File: src/rtl/borrowselect_sub.sv
// Nibble-serial borrow-select subtractor: d = a - b - bin, one 4-bit nibble per CALC cycle.
// Define SUB_OVF_EN to add the signed-overflow output v.
module borrowselect_sub #(
  parameter int W = 16
) (
  input  logic         clk,
  input  logic         rst_n,
  input  logic [W-1:0] a,
  input  logic [W-1:0] b,
  input  logic         bin,
  input  logic         in_valid,
  output logic         in_ready,
  output logic [W-1:0] d,
  output logic         bout,
  output logic         out_valid,
  input  logic         out_ready,
  output logic         busy
`ifdef SUB_OVF_EN
  ,
  output logic         v
`endif
);

  // state | meaning
  // IDLE  | waiting for an operation, in_ready=1
  // CALC  | one nibble of the difference resolved per cycle, LSB nibble first
  // DONE  | result held on d/bout until out_ready

  localparam int NN = W / 4;
  localparam int KW = (NN > 1) ? $clog2(NN) : 1;

  typedef enum logic [1:0] {
    IDLE = 2'd0,
    CALC = 2'd1,
    DONE = 2'd2
  } state_t;

  state_t state, state_nx;

  logic [W-1:0]  ar;
  logic [W-1:0]  br;
  logic [W-1:0]  dr;
  logic [KW-1:0] k;
  logic          brw;
  logic          bout_r;
  logic          accept;
  logic          step;
  logic          last;
  logic [3:0]    a_nib;
  logic [3:0]    b_nib;
  logic [4:0]    diff0;
  logic [4:0]    diff1;
  logic [3:0]    sel_nib;
  logic          sel_brw;

  // Both candidates are formed every cycle; the registered borrow only picks one.
  always_comb begin
    a_nib   = ar[{k, 2'b00} +: 4];
    b_nib   = br[{k, 2'b00} +: 4];
    diff0   = {1'b0, a_nib} - {1'b0, b_nib};
    diff1   = diff0 - 5'd1;
    sel_nib = brw ? diff1[3:0] : diff0[3:0];
    sel_brw = brw ? diff1[4] : diff0[4];
    last    = (k == KW'(NN - 1));
  end

  always_ff @(posedge clk) begin
    if (!rst_n) begin
      state <= IDLE;
    end else begin
      state <= state_nx;
    end
  end

  always_comb begin
    state_nx  = state;
    in_ready  = 1'b0;
    out_valid = 1'b0;
    busy      = 1'b1;
    accept    = 1'b0;
    step      = 1'b0;
    case (state)
      IDLE: begin
        in_ready = 1'b1;
        busy     = 1'b0;
        if (in_valid) begin
          accept   = 1'b1;
          state_nx = CALC;
        end
      end
      CALC: begin
        step = 1'b1;
        if (last) begin
          state_nx = DONE;
        end
      end
      DONE: begin
        out_valid = 1'b1;
        if (out_ready) begin
          state_nx = IDLE;
        end
      end
      default: begin
        state_nx = IDLE;
      end
    endcase
  end

`ifdef SUB_OVF_EN
  logic v_r;
`endif

  always_ff @(posedge clk) begin
    if (!rst_n) begin
      ar     <= '0;
      br     <= '0;
      dr     <= '0;
      k      <= '0;
      brw    <= 1'b0;
      bout_r <= 1'b0;
`ifdef SUB_OVF_EN
      v_r    <= 1'b0;
`endif
    end else if (accept) begin
      ar  <= a;
      br  <= b;
      k   <= '0;
      brw <= bin;
    end else if (step) begin
      dr[{k, 2'b00} +: 4] <= sel_nib;
      brw                 <= sel_brw;
      if (last) begin
        bout_r <= sel_brw;
`ifdef SUB_OVF_EN
        // sel_nib[3] is the final d[W-1]
        v_r    <= (ar[W-1] ^ br[W-1]) & (sel_nib[3] ^ ar[W-1]);
`endif
      end else begin
        k <= k + KW'(1);
      end
    end
  end

  assign d    = dr;
  assign bout = bout_r;
`ifdef SUB_OVF_EN
  assign v    = v_r;
`endif

endmodule

File: config.mk
export PLATFORM = sky130hd
export DESIGN_NAME = borrowselect_sub
export DESIGN_NICKNAME = d
export VERILOG_FILES = /design/src/rtl/borrowselect_sub.sv
export SDC_FILE = /design/constraint.sdc
export NUM_CORES = 1
export LEC_CHECK = 0
export CORE_ASPECT_RATIO = 1.25
export CORE_MARGIN = 2
export CORE_UTILIZATION = 54
export DETAILED_ROUTE_END_ITERATION = 10
export PLACE_DENSITY = 0.85
export SLEW_MARGIN = 20
export SYNTH_ARGS = -nofsm -noshare
export SYNTH_HDL_FRONTEND = slang
export SYNTH_SLANG_ARGS = --single-unit
export TNS_END_PERCENT = 1
File: constraint.sdc
create_clock -name clk -period 5 [get_ports clk]
set_clock_uncertainty 0.15 [all_clocks]
set_input_delay 0.75 -clock clk [delete_from_list [all_inputs] [get_ports clk]]
set_output_delay 0.75 -clock clk [all_outputs]
set_load 0.005 [all_outputs]
== Word level (Yosys, flattened, before mapping) ==
Cells that the tools add are included.
Storage, ports and cells
  register bits: 54
Operators by class
  add/sub/neg operators: 4
  equality and inequality tests: 6
  shift operators: 4
  multiplexer cells: 15
  bitwise operators: 3
  reductions and logical operators: 7
Operators by type and width (number)
  indexed part select 16 x 5 -> 4 bit: 2
  bitwise mux 16 bit: 1
  variable shift 4 x 6 -> 16 bit (first input constant): 1
  indexed part select 4 x 6 -> 16 bit: 1
  two-way mux 1 bit: 9
  two-way mux 2 bit: 3
  inequality test 2 bit (second input constant): 3
  negation 4 -> 6 bit: 1
  one-hot mux 2 bit (3 select lines): 1
  AND reduction 3 bit: 2
  subtractor 4 x 4 -> 5 bit: 1
  subtractor 5 x 1 -> 5 bit (second input constant): 1
  equality test 2 bit (second input constant): 2
  two-way mux 4 bit: 1
  AND reduction 2 bit: 2
  NOT 1 bit: 3
  adder 2 x 1 -> 2 bit (second input constant): 1
  equality test 2 x 1 -> 1 bit (second input constant): 1
  zero test 2 bit: 1
  nonzero test 2 bit: 1
  OR reduction 2 bit: 1

== Logic depth before layout (Yosys ltp) ==
  depth after elaboration: 6
  gate-level depth with buffers: 11
  mapped depth without buffers: 10

== Least setup slack after synthesis ==
No wires, ideal clock.
  path kind: reg-to-reg
  start: reg k[0]
  end: reg brw
  library setup time: 0.122 ns
  data arrival time: 2.867 ns
  required time: 4.728 ns
  setup slack: 1.861 ns
  cell stages (with the launch flop): 11
  clock period less this slack: 3.139 ns
  path through: dfxtp_1 buf_2 mux4_2 ha_1 fa_1 ha_1 nand2_1 or3b_1 mux2i_1 xnor2_1 a21oi_1
Between the ends
  cells in the longest elaborated chain, start to end: 6
Ends and longest elaborated chain
  start: declaration: RTL line 43  | logic [KW-1:0] k;
  start signal: assignment: RTL line 139  | k <= k + KW'(1);
  indexed part select 16 x 5 -> 4 bit (on tied branches): RTL line 58, 59
  subtractor 4 x 4 -> 5 bit (*): RTL line 60  | diff0 = {1'b0, a_nib} - {1'b0, b_nib};
  subtractor 5 x 1 -> 5 bit: RTL line 61  | diff1 = diff0 - 5'd1;
  two-way mux 1 bit (*): RTL line 63  | sel_brw = brw ? diff1[4] : diff0[4];
  two-way mux 1 bit (*): RTL line 129  | end else if (step) begin
  two-way mux 1 bit (*): RTL line 124  | end else if (accept) begin
  end signal: assignment: RTL line 128  | brw <= bin;
  end signal: assignment: RTL line 131  | brw <= sel_brw;
  end: declaration: RTL line 44  | logic brw;
Every way passes the cells marked *; elsewhere a longest branch is shown, timed or not. The select of a mux whose other input is x is not followed.
A chain may end at the register's enable or synchronous reset.

== Final worst setup path ==
  start: reg k[0]
  end: reg bout_r, in the netlist bout
Between the ends
  cells in the longest elaborated chain, start to end: 4
Ends and longest elaborated chain
  indexed part select 16 x 5 -> 4 bit (on tied branches): RTL line 58, 59
  subtractor 4 x 4 -> 5 bit: RTL line 60
  subtractor 5 x 1 -> 5 bit: RTL line 61
  two-way mux 1 bit: RTL line 63
  end signal: assignment: RTL line 133  | bout_r <= sel_brw;
  end: declaration: RTL line 45  | logic bout_r;
Parallel ways exist; a longest one is shown, timed or not.

==> run_results.csv <==
group,metric,value,unit
final_layout,n_antenna_cell,0,
sta,period_share,0.693,
sta,layout_min_cycle_time,3.47,ns
power,switching_share,0.269,
grt,antenna_found_initial,0,
sta,maxSlewViolCount,0,
critical_path,critPathLaunchType,"flip-flop",
clocking,root_buffer,"clkbuf_8",
floorplan,start_util,0.571,
route,firstDrtPassIters,4,
place,placed_area,3120,sq um
synth,ys.flop_type,"dfxtp_1",
grt,grt_usage,0.213,
critical_path,worstSetupPathType,"reg -> reg",
critical_path,r2r-start,"k[0]$_SDFFE_PP0P_",
final_layout,final_common_cell,"nand2_1",
place,place.gp.congestion,0.734,
sta,setup_tns,0,ns
clocking,post_cts_buffers,0,
critical_path,worstPathMaxFanout,15,
route,route.detailed.drc,0,
route,post_drt_wl_per_cell,13.0,microns
power,p_per_area,278,nW/um^2
power,max-vdd-ir-drop,0.210,mV
sta,finalHoldViolCount,0,
grt,grt_pass1_vias,1966,
synth,postSynthCellCount,284,
route,drt-total-wl,5.09,mm
synth,syn_nets,333,
hold_path,min_path_type,"reg -> reg",
critical_path,worstRegToRegCells,9,
critical_path,max_stage_delay,0.82,ns
route,via_per_inst,5.24,
route,drt_iter0_markers,96,
clocking,clock-sinks,54,
outcome,outcome,"finished clean",
route,drtAntennaViolNets,0,
floorplan,core,4460,sq um
clocking,htreeDepth,2,
critical_path,r2r-end,"bout$_SDFFE_PN0P_",
power,comb_power_share,0.200,
place,place_ws,1.52,ns
sta,max_freq,289,MHz
synth,ys_warn_count,0,
synth,synth_cell_types,32,
sta,finalSetupViolCount,0,
floorplan,num_io_pins,57,
final_layout,finalNetCount,381,
final_layout,layout_common_cells,"nand2_1, clkdlybuf4s50_1, dfxtp_1, a21boi_0",
place,dpl.hpwl,3.84,mm
power,power.leakage,0.00116,uW
clocking,cts_resized,0,
job,cap_violations,0,
grt,grt_overflow,0,
critical_path,r2r_setup_slack,1.53,ns
synth,synth-seq-cells,54,
critical_path,cp.required,5.05,ns
grt,grt_start_max_net_pins,35,
synth,synth_seq_area_share,0.424,
clocking,cts_tree,"built",
hold_path,hold_path_depth,2,
critical_path,end_kind,"flip-flop",
final_layout,drive_gt1_frac,0.0631,
route,num_vias,2050,
synth,syn_avg_cell_area,8.97,sq um
floorplan,dieWidth,65.4,microns
power,pwr-share-clk,0.276,
critical_path,crit_chain,"mux4_2, ha_1, fa_1, ha_1, nand2_1, or3b_1, mux2i_1, xnor2_1, a21oi_1",
place,numPortBuffers,56,
synth,synth_area,2550,sq um
clocking,holdBufCountCts,0,
power,seqPwrFrac,0.524,
grt,grt_pass1_wl,8.75,mm
floorplan,die_area,5290,sq um
critical_path,critical-path-slowest-cell,"dfxtp_1",
floorplan,fp.dieH,80.8,microns
final_layout,fin_area,3220,sq um
sta,worst_pin_slew,1.03,ns
sta,maxSlewHeadroom,0.308,
critical_path,cpMostUsedCell,"ha_1",
clocking,cts_made_buffers,5,
synth,synth_edf_count,0,
clocking,clk_latency,0.31,ns
clocking,path_clk_slew,0.09,ns
sta,final.setup.worst_slack,1.53,ns
floorplan,rows,27,
power,p_switching,241,uW
sta,rsz0062_at_grt,"no",
synth,synth_async_sr_flop_share,0,
critical_path,crit_end,"bout$_SDFFE_PN0P_",
clocking,clockBufferDepth,2,
critical_path,crit_start,"k[0]$_SDFFE_PP0P_",
critical_path,arrival,3.51,ns
power,power,895,uW
final_layout,area_growth,26.3,%
power,intPower,654,uW
[cell usage after synthesis (5+ instances only)]
cell      count  share of area
clkbuf_1     12          0.018
mux4_2        8          0.071
nand2_1      77           0.11
nor2_1        8          0.012
a21oi_1       6          0.012
nor2b_1      12          0.029
inv_1        10          0.015
a21boi_0     32          0.094
ha_1         11          0.054
o21ai_0       6          0.012
dfxtp_1      54           0.42
xnor2_1       5          0.017
a22oi_1      12          0.035
[per-layer routing]
metal	GRT usage	vias up	routed length (microns)
met2	0.371	50	2620
met4	0.0854	0	91
met1	0.253	936	2180
met3	0.0499	8	200
li1	-	1056	-
met5	0	-	0
[cell families after synthesis]
family / count (synthesis) / share of synthesized area
adders and majority gates: 12 / 0.0619
and+or+nand+nor: 115 / 0.202
DFF: 54 / 0.424
buffers and inverters: 26 / 0.0403
xor gates and xnor gates: 7 / 0.0270
muxes: 10 / 0.0786
AOI/OAI and AO/OA: 60 / 0.166
[state kept, by name (all words and copies together), names as in the netlist]
register	flops
brw	1
br	16
k	2
bout	1
d	16
ar	16
state	2
[power groups by stage]
stage / combinational [uW] / clock [uW] / sequential [uW]
6_report: 179 / 247 / 468
5_1_grt: 198 / 267 / 472
4_1_cts: 180 / 252 / 469
3_5_place_dp: 179 / 0 / 479
3_3_place_gp: 173 / 0 / 478
2_1_floorplan: 122 / 0 / 470
[worst min path at each step]
stage | startpoint | to | slack (ns)
global route | ar[8]$_SDFFE_PN0P_ | ar[8]$_SDFFE_PN0P_ | 0.34
detailed placement | ar[8]$_SDFFE_PN0P_ | ar[8]$_SDFFE_PN0P_ | 0.31
CTS | ar[8]$_SDFFE_PN0P_ | ar[8]$_SDFFE_PN0P_ | 0.32
floorplan | br[10]$_SDFFE_PN0P_ | br[10]$_SDFFE_PN0P_ | 0.29
global placement | ar[1]$_SDFFE_PN0P_ | ar[1]$_SDFFE_PN0P_ | 0.30
finish | br[5]$_SDFFE_PN0P_ | br[5]$_SDFFE_PN0P_ | 0.32
[per-stage QoR]
| stage | hold WS, ns | instances | util |
|---|---|---|---|
| floorplan | 0.290 | 284 | - |
| finish | 0.318 | 391 | 0.722 |
| global route | 0.337 | 391 | 0.722 |
| global placement | 0.301 | 383 | 0.700 |
| CTS | 0.318 | 391 | 0.721 |
| detailed placement | 0.305 | 383 | 0.700 |
[cell type report]
cell class | count | area [sq um]
multi-input combinational | 204 | 1370
inverter | 10 | 37.5
fill | 367 | 1240
sequential | 54 | 1080
tap | 58 | 72.6
clock buffer | 7 | 86.3
timing repair buffer | 57 | 568
clock inverter | 1 | 5.00
[worst max-delay path, delay by kind of cell, from the launching register on]
kind,cells,cell delay (ns)
muxes,2,0.75
AOI/OAI and AO/OA,1,0.09
xor gates and xnor gates,1,0.16
adders and majority gates,3,0.93
and+or+nand+nor,2,0.47
DFF,1,0.82
(Power assumes the default switching activity.)
